File: src/rtl/pair_seq_pkg.sv
// Shared definitions for the pair sequencer: state encoding and default MemoryA address width.
package pair_seq_pkg;

  localparam int DEFAULT_A_AW = 3;

  typedef enum logic [2:0] {
    IDLE   = 3'd0,
    LOAD   = 3'd1,
    FETCH0 = 3'd2,
    FETCH1 = 3'd3,
    DONE   = 3'd4
  } seqState_t;

endpackage

File: src/rtl/seq_addr_counter.sv
// Address counter with synchronous active-low reset, synchronous clear and increment enable.
// Incrementing past the all-ones value wraps to zero.
module seq_addr_counter #(
  parameter int W = 3
) (
  input  logic         clock,
  input  logic         reset,
  input  logic         clear,
  input  logic         inc,
  output logic [W-1:0] count
);

  always_ff @(posedge clock) begin
    if (!reset || clear) begin
      count <= '0;
    end else if (inc) begin
      count <= count + 1'b1;
    end
  end

endmodule

File: src/rtl/pair_sequencer.sv
// Loads MemoryA sequentially, then walks it in (even, odd) pairs, writing one MemoryB word per pair.
// Optional feature macro: PAIR_SEQ_ABORT_EN adds an abort input that cancels a run in progress.
module pair_sequencer
  import pair_seq_pkg::*;
#(
  parameter  int A_AW = DEFAULT_A_AW,
  localparam int B_AW = A_AW - 1
) (
  input  logic            clock,
  input  logic            reset,
  input  logic            start,
  input  logic            dataValid,
`ifdef PAIR_SEQ_ABORT_EN
  input  logic            abort,
`endif
  output logic            wea,
  output logic [A_AW-1:0] addressA,
  output logic            ffEn,
  output logic            web,
  output logic [B_AW-1:0] addressB,
  output logic            busy,
  output logic            done
);

  localparam logic [A_AW-1:0] A_LAST = {A_AW{1'b1}};
  localparam logic [B_AW-1:0] B_LAST = {B_AW{1'b1}};

  seqState_t stateReg, stateNext;
  logic      incA, incB, clearAddr;
  logic      abortHit;

`ifdef PAIR_SEQ_ABORT_EN
  assign abortHit = abort && (stateReg == LOAD || stateReg == FETCH0 || stateReg == FETCH1);
`else
  assign abortHit = 1'b0;
`endif

  always_ff @(posedge clock) begin
    if (!reset) begin
      stateReg <= IDLE;
    end else begin
      stateReg <= stateNext;
    end
  end

  always_comb begin
    stateNext = stateReg;
    wea       = 1'b0;
    ffEn      = 1'b0;
    web       = 1'b0;
    incA      = 1'b0;
    incB      = 1'b0;
    clearAddr = 1'b0;
    case (stateReg)
      IDLE: begin
        clearAddr = 1'b1;
        if (start) stateNext = LOAD;
      end
      LOAD: begin
        if (dataValid) begin
          wea  = 1'b1;
          incA = 1'b1;
          if (addressA == A_LAST) stateNext = FETCH0;
        end
      end
      FETCH0: begin
        ffEn      = 1'b1;
        incA      = 1'b1;
        stateNext = FETCH1;
      end
      FETCH1: begin
        web  = 1'b1;
        incA = 1'b1;
        incB = 1'b1;
        stateNext = (addressB == B_LAST) ? DONE : FETCH0;
      end
      DONE: begin
        clearAddr = 1'b1;
        stateNext = IDLE;
      end
      default: begin
        clearAddr = 1'b1;
        stateNext = IDLE;
      end
    endcase
    if (abortHit) begin
      stateNext = IDLE;
      wea       = 1'b0;
      ffEn      = 1'b0;
      web       = 1'b0;
      incA      = 1'b0;
      incB      = 1'b0;
      clearAddr = 1'b1;
    end
    // Strobes are held low while reset is asserted, whatever state is still registered.
    if (!reset) begin
      wea  = 1'b0;
      ffEn = 1'b0;
      web  = 1'b0;
    end
  end

  assign busy = reset && (stateReg != IDLE);
  assign done = reset && (stateReg == DONE);

  seq_addr_counter #(.W(A_AW)) addrACounter (
    .clock (clock),
    .reset (reset),
    .clear (clearAddr),
    .inc   (incA),
    .count (addressA)
  );

  seq_addr_counter #(.W(B_AW)) addrBCounter (
    .clock (clock),
    .reset (reset),
    .clear (clearAddr),
    .inc   (incB),
    .count (addressB)
  );

endmodule

File: config.mk
export PLATFORM = sky130hd
export DESIGN_NAME = pair_sequencer
export DESIGN_NICKNAME = d
export VERILOG_FILES = /design/src/rtl/pair_seq_pkg.sv /design/src/rtl/seq_addr_counter.sv /design/src/rtl/pair_sequencer.sv
export SDC_FILE = /design/constraint.sdc
export NUM_CORES = 1
export LEC_CHECK = 0
export BUFFER_PORTS_ARGS = -buffer_cell sky130_fd_sc_hd__buf_4
export CAP_MARGIN = 15
export CORE_MARGIN = 4
export CORE_UTILIZATION = 30
export DETAILED_ROUTE_END_ITERATION = 10
export PLACE_DENSITY = 0.59
export SYNTH_ARGS = -nofsm -noshare
export SYNTH_HDL_FRONTEND = slang
export SYNTH_SLANG_ARGS = --single-unit
export TNS_END_PERCENT = 20
File: constraint.sdc
create_clock -name clock -period 2.7 [get_ports clock]
set_clock_uncertainty 0.1 [all_clocks]
set_input_delay 0.54 -clock clock [delete_from_list [all_inputs] [get_ports clock]]
set_output_delay 0.54 -clock clock [all_outputs]
set_load 0.05 [all_outputs]
==> results.json, run 1 <==
{
  "status": "finished clean",
  "die-area_mm2": 0.00240,
  "cts_resized": 0,
  "power_leakage_nw": 0.264,
  "rr_worst_depth": 2,
  "io_pins": 14,
  "cp_max_fo": 20,
  "crit_slowest_cell": "dfxtp_1",
  "synth_top_area_share_pct": 31.8,
  "cp-start-kind": "register",
  "ant_nets": 0,
  "area_delta_synth_final_pct": 17.4,
  "globalplace.congestion": 0.661,
  "synth_nets": 57,
  "ys_warn_count": 0,
  "dr.pass1.iters": 4,
  "crit_required_ps": 2060,
  "yosysMostFrequentCell": "dfxtp_1",
  "tightestPinTransition_ps": 655,
  "fin_crit_ps": 2110,
  "min_path_type": "reg2reg",
  "wl_met3_um": 44,
  "clock.fmax_mhz": 474,
  "synth-seq-area-share_pct": 31.8,
  "dp.cells": 73,
  "path_buf_inv": 1,
  "met1_length_um": 489,
  "grt_max_degree": 21,
  "syn-instance-count": 50,
  "post-route-period-util_pct": 78.1,
  "slew_violations": 0,
  "grt.total_usage_pct": 8.34,
  "die_h_um": 49.0,
  "cts_buffers": 3,
  "drt-total-wl_um": 966,
  "path_depth": 2,
  "grt_first_pass_wirelength_um": 1610,
  "ys_top_cells_by_area": "dfxtp_1, ha_1, nand4bb_1",
  "drc": 0,
  "chipWidth_um": 49.0,
  "first_global_vias": 379,
  "drtIter0Drc": 4,
  "finalSetupViolCount": 0,
  "clk_pin_slew_ps": 60,
  "relSlewSlack_pct": 56.2,
  "htreeDepth": 1,
  "tns_ps": 0,
  "critical_path_class": "reg2out",
  "cts_setup_buffers": 0,
  "syn_area_per_cell_um2": 10.1,
  "rsz0062_at_grt": "false",
  "num_rows": 14,
  "io_buffers": 13,
  "synth_edf_count": 0,
  "cp_top_family": "flip-flops",
  "cts_sinks": 8,
  "antenna_found_initial": 0,
  "final_layout_size_suffix_gt1_share_pct": 35.0,
  "ys_async_sr_fraction_pct": 0,
  "cts_tree": "yes",
  "pwr_density_cell_mw_per_mm2": 443,
  "via_per_inst": 5.26,
  "endpoint_kind": "primary output",
  "synth.distinct_cells": 27,
  "antennaDiodeCount": 0,
  "yosys_register_bits": 8,
  "max_cap_viol_count": 0,
  "synth-main-ff-cell": "dfxtp_1",
  "peakVddDrop_uv": 207,
  "cp_cell_sequence": "and4b_1, buf_4",
  "yosysTopAreaCell": "dfxtp_1",
  "top_layer": "met4",
  "dp.final_hpwl_um": 654,
  "hold_viol_final": 0,
  "cts_root_buf": "clkbuf_4",
  "clock_latency_ps": 250,
  "clockBufferDepth": 2,
  "ctsHoldBuffers": 0,
  "fin_cells": 76,
  "wl_per_cell_um": 12.7,
  "hold_depth": 2,
  "met2_length_um": 423,
  "layout.nets": 69,
  "cpPeakStageDelay_ps": 740,
  "vias": 400,
  "initial_core_util_pct": 32.7,
  "overflow": 0,
  "synth_area_um2": 504,
  "crit_arrival_ps": 1470,
  "coreArea_mm2": 0.00154
}
[per-layer routing]
| metal | vias to the layer above | GRT usage, % |
|---|---|---|
| met5 | - | 0 |
| met4 | 0 | 5.38 |
| met3 | 2 | 2.45 |
| met2 | 9 | 11.5 |
| met1 | 182 | 11.0 |
| li1 | 207 | - |
[worst paths after layout]
kind	from	slack (ps)	endpoint
hold / removal	addrACounter.count[1]	450	addrACounter.count[1]
setup reg to reg	stateReg[1]	1370	addrBCounter.count[1]
setup / recovery	stateReg[0]	590	wea
hold reg to reg	addrACounter.count[1]	450	addrACounter.count[1]
[per-stage QoR]
step           total power, W  hold WS [ps]  worst slack, ps  utilization [%]  cell area, µm²
6_report             0.000262           447              590             38.4             592
3_5_place_dp         0.000170           441              764             36.9             569
4_1_cts              0.000265           450              574             38.4             592
2_1_floorplan        0.000163           404              411                -             504
5_1_grt              0.000272           479              511             38.4             592
3_3_place_gp         0.000170           434              769             36.9             569
[worst min-delay path, cell delays in order, from the launching register on]
cell	delay (ps)
dfxtp_1	320
nand4bb_1	100
a31oi_1	70
[cell type report]
class | instances | area [µm²]
well taps | 16 | 20.0
multi-input cells | 36 | 292
flip-flops and latches | 8 | 160
fillers | 166 | 950
clock buffers | 3 | 22.5
repair buffers | 13 | 97.6
[layout by cell type, fill, tap and decap left out]
| master | instances |
|---|---|
| xnor2_1 | 1 |
| a211oi_1 | 2 |
| and4_1 | 1 |
| nand3b_1 | 1 |
| nor3b_2 | 1 |
| dfxtp_1 | 8 |
| a21bo_2 | 1 |
| o31a_1 | 1 |
| a21o_1 | 1 |
| a211oi_2 | 1 |
| nand3_1 | 2 |
| mux2i_1 | 1 |
| nand2b_1 | 2 |
| a31oi_1 | 3 |
| nand4b_2 | 1 |
| a21oi_2 | 1 |
| ha_1 | 3 |
| and4b_1 | 1 |
| a21oi_1 | 2 |
| nor2b_1 | 1 |
| nand2_1 | 3 |
| and3_1 | 1 |
| nor3_1 | 2 |
| buf_4 | 13 |
| nand4bb_1 | 3 |
| clkbuf_4 | 3 |
[flip-flops by register name, summed over array words and instances, names as in the netlist]
name / flops
addrACounter.count: 3
addrBCounter.count: 2
stateReg: 3
[kinds of logic (layout without fill, tap and decap cells)]
kind of cell    count (synthesis)  after routing  synth area share [%]
simple gates                   19             19                  28.5
compound gates                 12             12                  18.1
flops                           8              8                  31.8
buf+inv                         6             16                  10.4
fa+ha+maj                       3              3                  7.44
xor+xnor                        1              1                  1.74
mux                             1              1                  1.99
[report_power, final]
| part | switching [W] | internal (W) |
|---|---|---|
| Combinational | 0.0000231 | 0.0000144 |
| Sequential | 0.00000851 | 0.000121 |
| Clock | 0.0000437 | 0.0000511 |
Note: power is estimated with default switching activity, not from simulation.
==> run 2: changes to the inputs <==
==> constraint.sdc (replaced) <==
create_clock -name clock -period 1.95 [get_ports clock]
set_clock_uncertainty 0.1 [all_clocks]
set_input_delay 0.39 -clock clock [delete_from_list [all_inputs] [get_ports clock]]
set_output_delay 0.39 -clock clock [all_outputs]
set_load 0.05 [all_outputs]
==> results.json, run 2 (synthesis results as in run 1) <==
{
  "status": "finished clean",
  "worstHoldStart": "dataValid",
  "n_fill_cell": 172,
  "die_h_um": 49.0,
  "clk_pin_slew_ps": 50,
  "crit_arrival_ps": 1230,
  "pwr_density_cell_mw_per_mm2": 582,
  "coreArea_mm2": 0.00154,
  "area_delta_synth_final_pct": 22.8,
  "dp.final_hpwl_um": 723,
  "fin_crit_ps": 1720,
  "post-route-period-util_pct": 88.1,
  "antenna_found_initial": 0,
  "hold_depth": 3,
  "tns_ps": 0,
  "rsz0062_at_grt": "false",
  "cts_root_buf": "clkbuf_4",
  "p_sw_share_pct": 27.5,
  "drtIter0Drc": 2,
  "grt_max_degree": 15,
  "layout.nets": 72,
  "wl_per_cell_um": 12.6,
  "cp_max_fo": 11,
  "hold_viol_final": 0,
  "io_buffers": 13,
  "grt.total_usage_pct": 9.57,
  "cts_sinks": 8,
  "via_per_inst": 5.24,
  "tightestPinTransition_ps": 377,
  "crit_required_ps": 1460,
  "ctsHoldBuffers": 0,
  "initial_core_util_pct": 32.7,
  "overflow": 0,
  "num_rows": 14,
  "top_regs": "addrACounter.count: 3 flops, stateReg: 3 flops, addrBCounter.count: 2 flops",
  "fin_util_pct": 40.2,
  "cts_tree": "yes",
  "chipWidth_um": 49.0,
  "intPower_w": 0.000262,
  "hold_path_end": "stateReg[1]",
  "clock.fmax_mhz": 582,
  "globalplace.congestion": 0.666,
  "die-area_mm2": 0.00240,
  "power.share.clock_pct": 34.7,
  "rr_endpoint": "stateReg[0]",
  "antennaDiodeCount": 0,
  "dr.pass1.iters": 3,
  "grt_first_pass_wirelength_um": 1790,
  "power_switching_w": 0.0000991,
  "clock_latency_ps": 250,
  "ant_nets": 0,
  "peakVddDrop_uv": 225,
  "final_cell_mix": "buf_4, dfxtp_1",
  "final_common_cell": "buf_4",
  "reg2reg_slack_ps": 640,
  "slew_violations": 0,
  "critical_path_class": "reg2out",
  "r2r_start": "addrACounter.count[0]",
  "cts_setup_buffers": 0,
  "vias": 414,
  "max_cap_viol_count": 0,
  "cts_resized": 0,
  "seqPwrFrac_pct": 48.9,
  "cts_buffers": 3,
  "power_leakage_nw": 0.282,
  "p_comb_share_pct": 16.3,
  "drc": 0,
  "io_pins": 14,
  "finalSetupViolCount": 0,
  "relSlewSlack_pct": 74.8,
  "htreeDepth": 1,
  "first_global_vias": 419,
  "final_layout_size_suffix_gt1_share_pct": 39.7,
  "endpoint_kind": "primary output",
  "clockBufferDepth": 2,
  "cp-start-kind": "register",
  "worst_hold_slack_ps": 363,
  "min_path_type": "in2reg",
  "drt-total-wl_um": 999,
  "rr_worst_depth": 4
}
run 2: changes by cell type in the layout (fill, tap and decap cells not counted), sizes merged:
cell / change
buf: +3
run 2: through the flow:
stage	cell area [µm²]	std cells	setup slack, ps	power [W]
after floorplan	509	50	185	0.000226
after global placement	597	76	425	0.000239
after detailed placement	597	76	400	0.000240
after CTS	619	79	207	0.000368
after global routing	619	79	118	0.000380
final	619	79	232	0.000361
run 2: area by class of cell:
| class | instances | area (µm²) | area share [%] |
|---|---|---|---|
| sequential | 8 | 160 | 25.9 |
| multi-input combinational | 36 | 297 | 47.9 |
| timing repair buffer | 16 | 120 | 19.4 |
| clock buffer | 3 | 22.5 | 3.64 |
| tap | 16 | 20.0 | 3.23 |
run 2: how the worst max path moves through the flow:
stage / start / endpoint / slack, ps / depth (start not counted)
finish: stateReg[0] / wea / 230 / 2
global route: stateReg[0] / wea / 120 / 2
CTS: stateReg[0] / wea / 210 / 2
detailed placement: reset / wea / 400 / 4
global placement: reset / wea / 430 / 4
floorplan: stateReg[2] / ffEn / 190 / 3
run 2: per-layer routing:
| layer | GRT usage (%) | vias to the layer above | part of all wire, % |
|---|---|---|---|
| li1 | - | 217 | - |
| met1 | 12.1 | 183 | 48 |
| met2 | 13.3 | 12 | 44 |
| met3 | 1.53 | 2 | 4.6 |
| met4 | 9.42 | 0 | 2.7 |
| met5 | 0 | - | 0 |
run 2: critical path: stages, from the launching register on:
cell and delay [ps]:
dfxtp_1 540, and4b_1 240, buf_4 190
run 2: power by group through the flow:
| stage | Combinational [W] | Clock [W] | Sequential, W |
|---|---|---|---|
| final | 0.0000590 | 0.000125 | 0.000176 |
| after global routing | 0.0000650 | 0.000137 | 0.000178 |
| after CTS | 0.0000597 | 0.000131 | 0.000177 |
| after detailed placement | 0.0000596 | 0 | 0.000180 |
| after global placement | 0.0000592 | 0 | 0.000180 |
| after floorplan | 0.0000393 | 0 | 0.000187 |
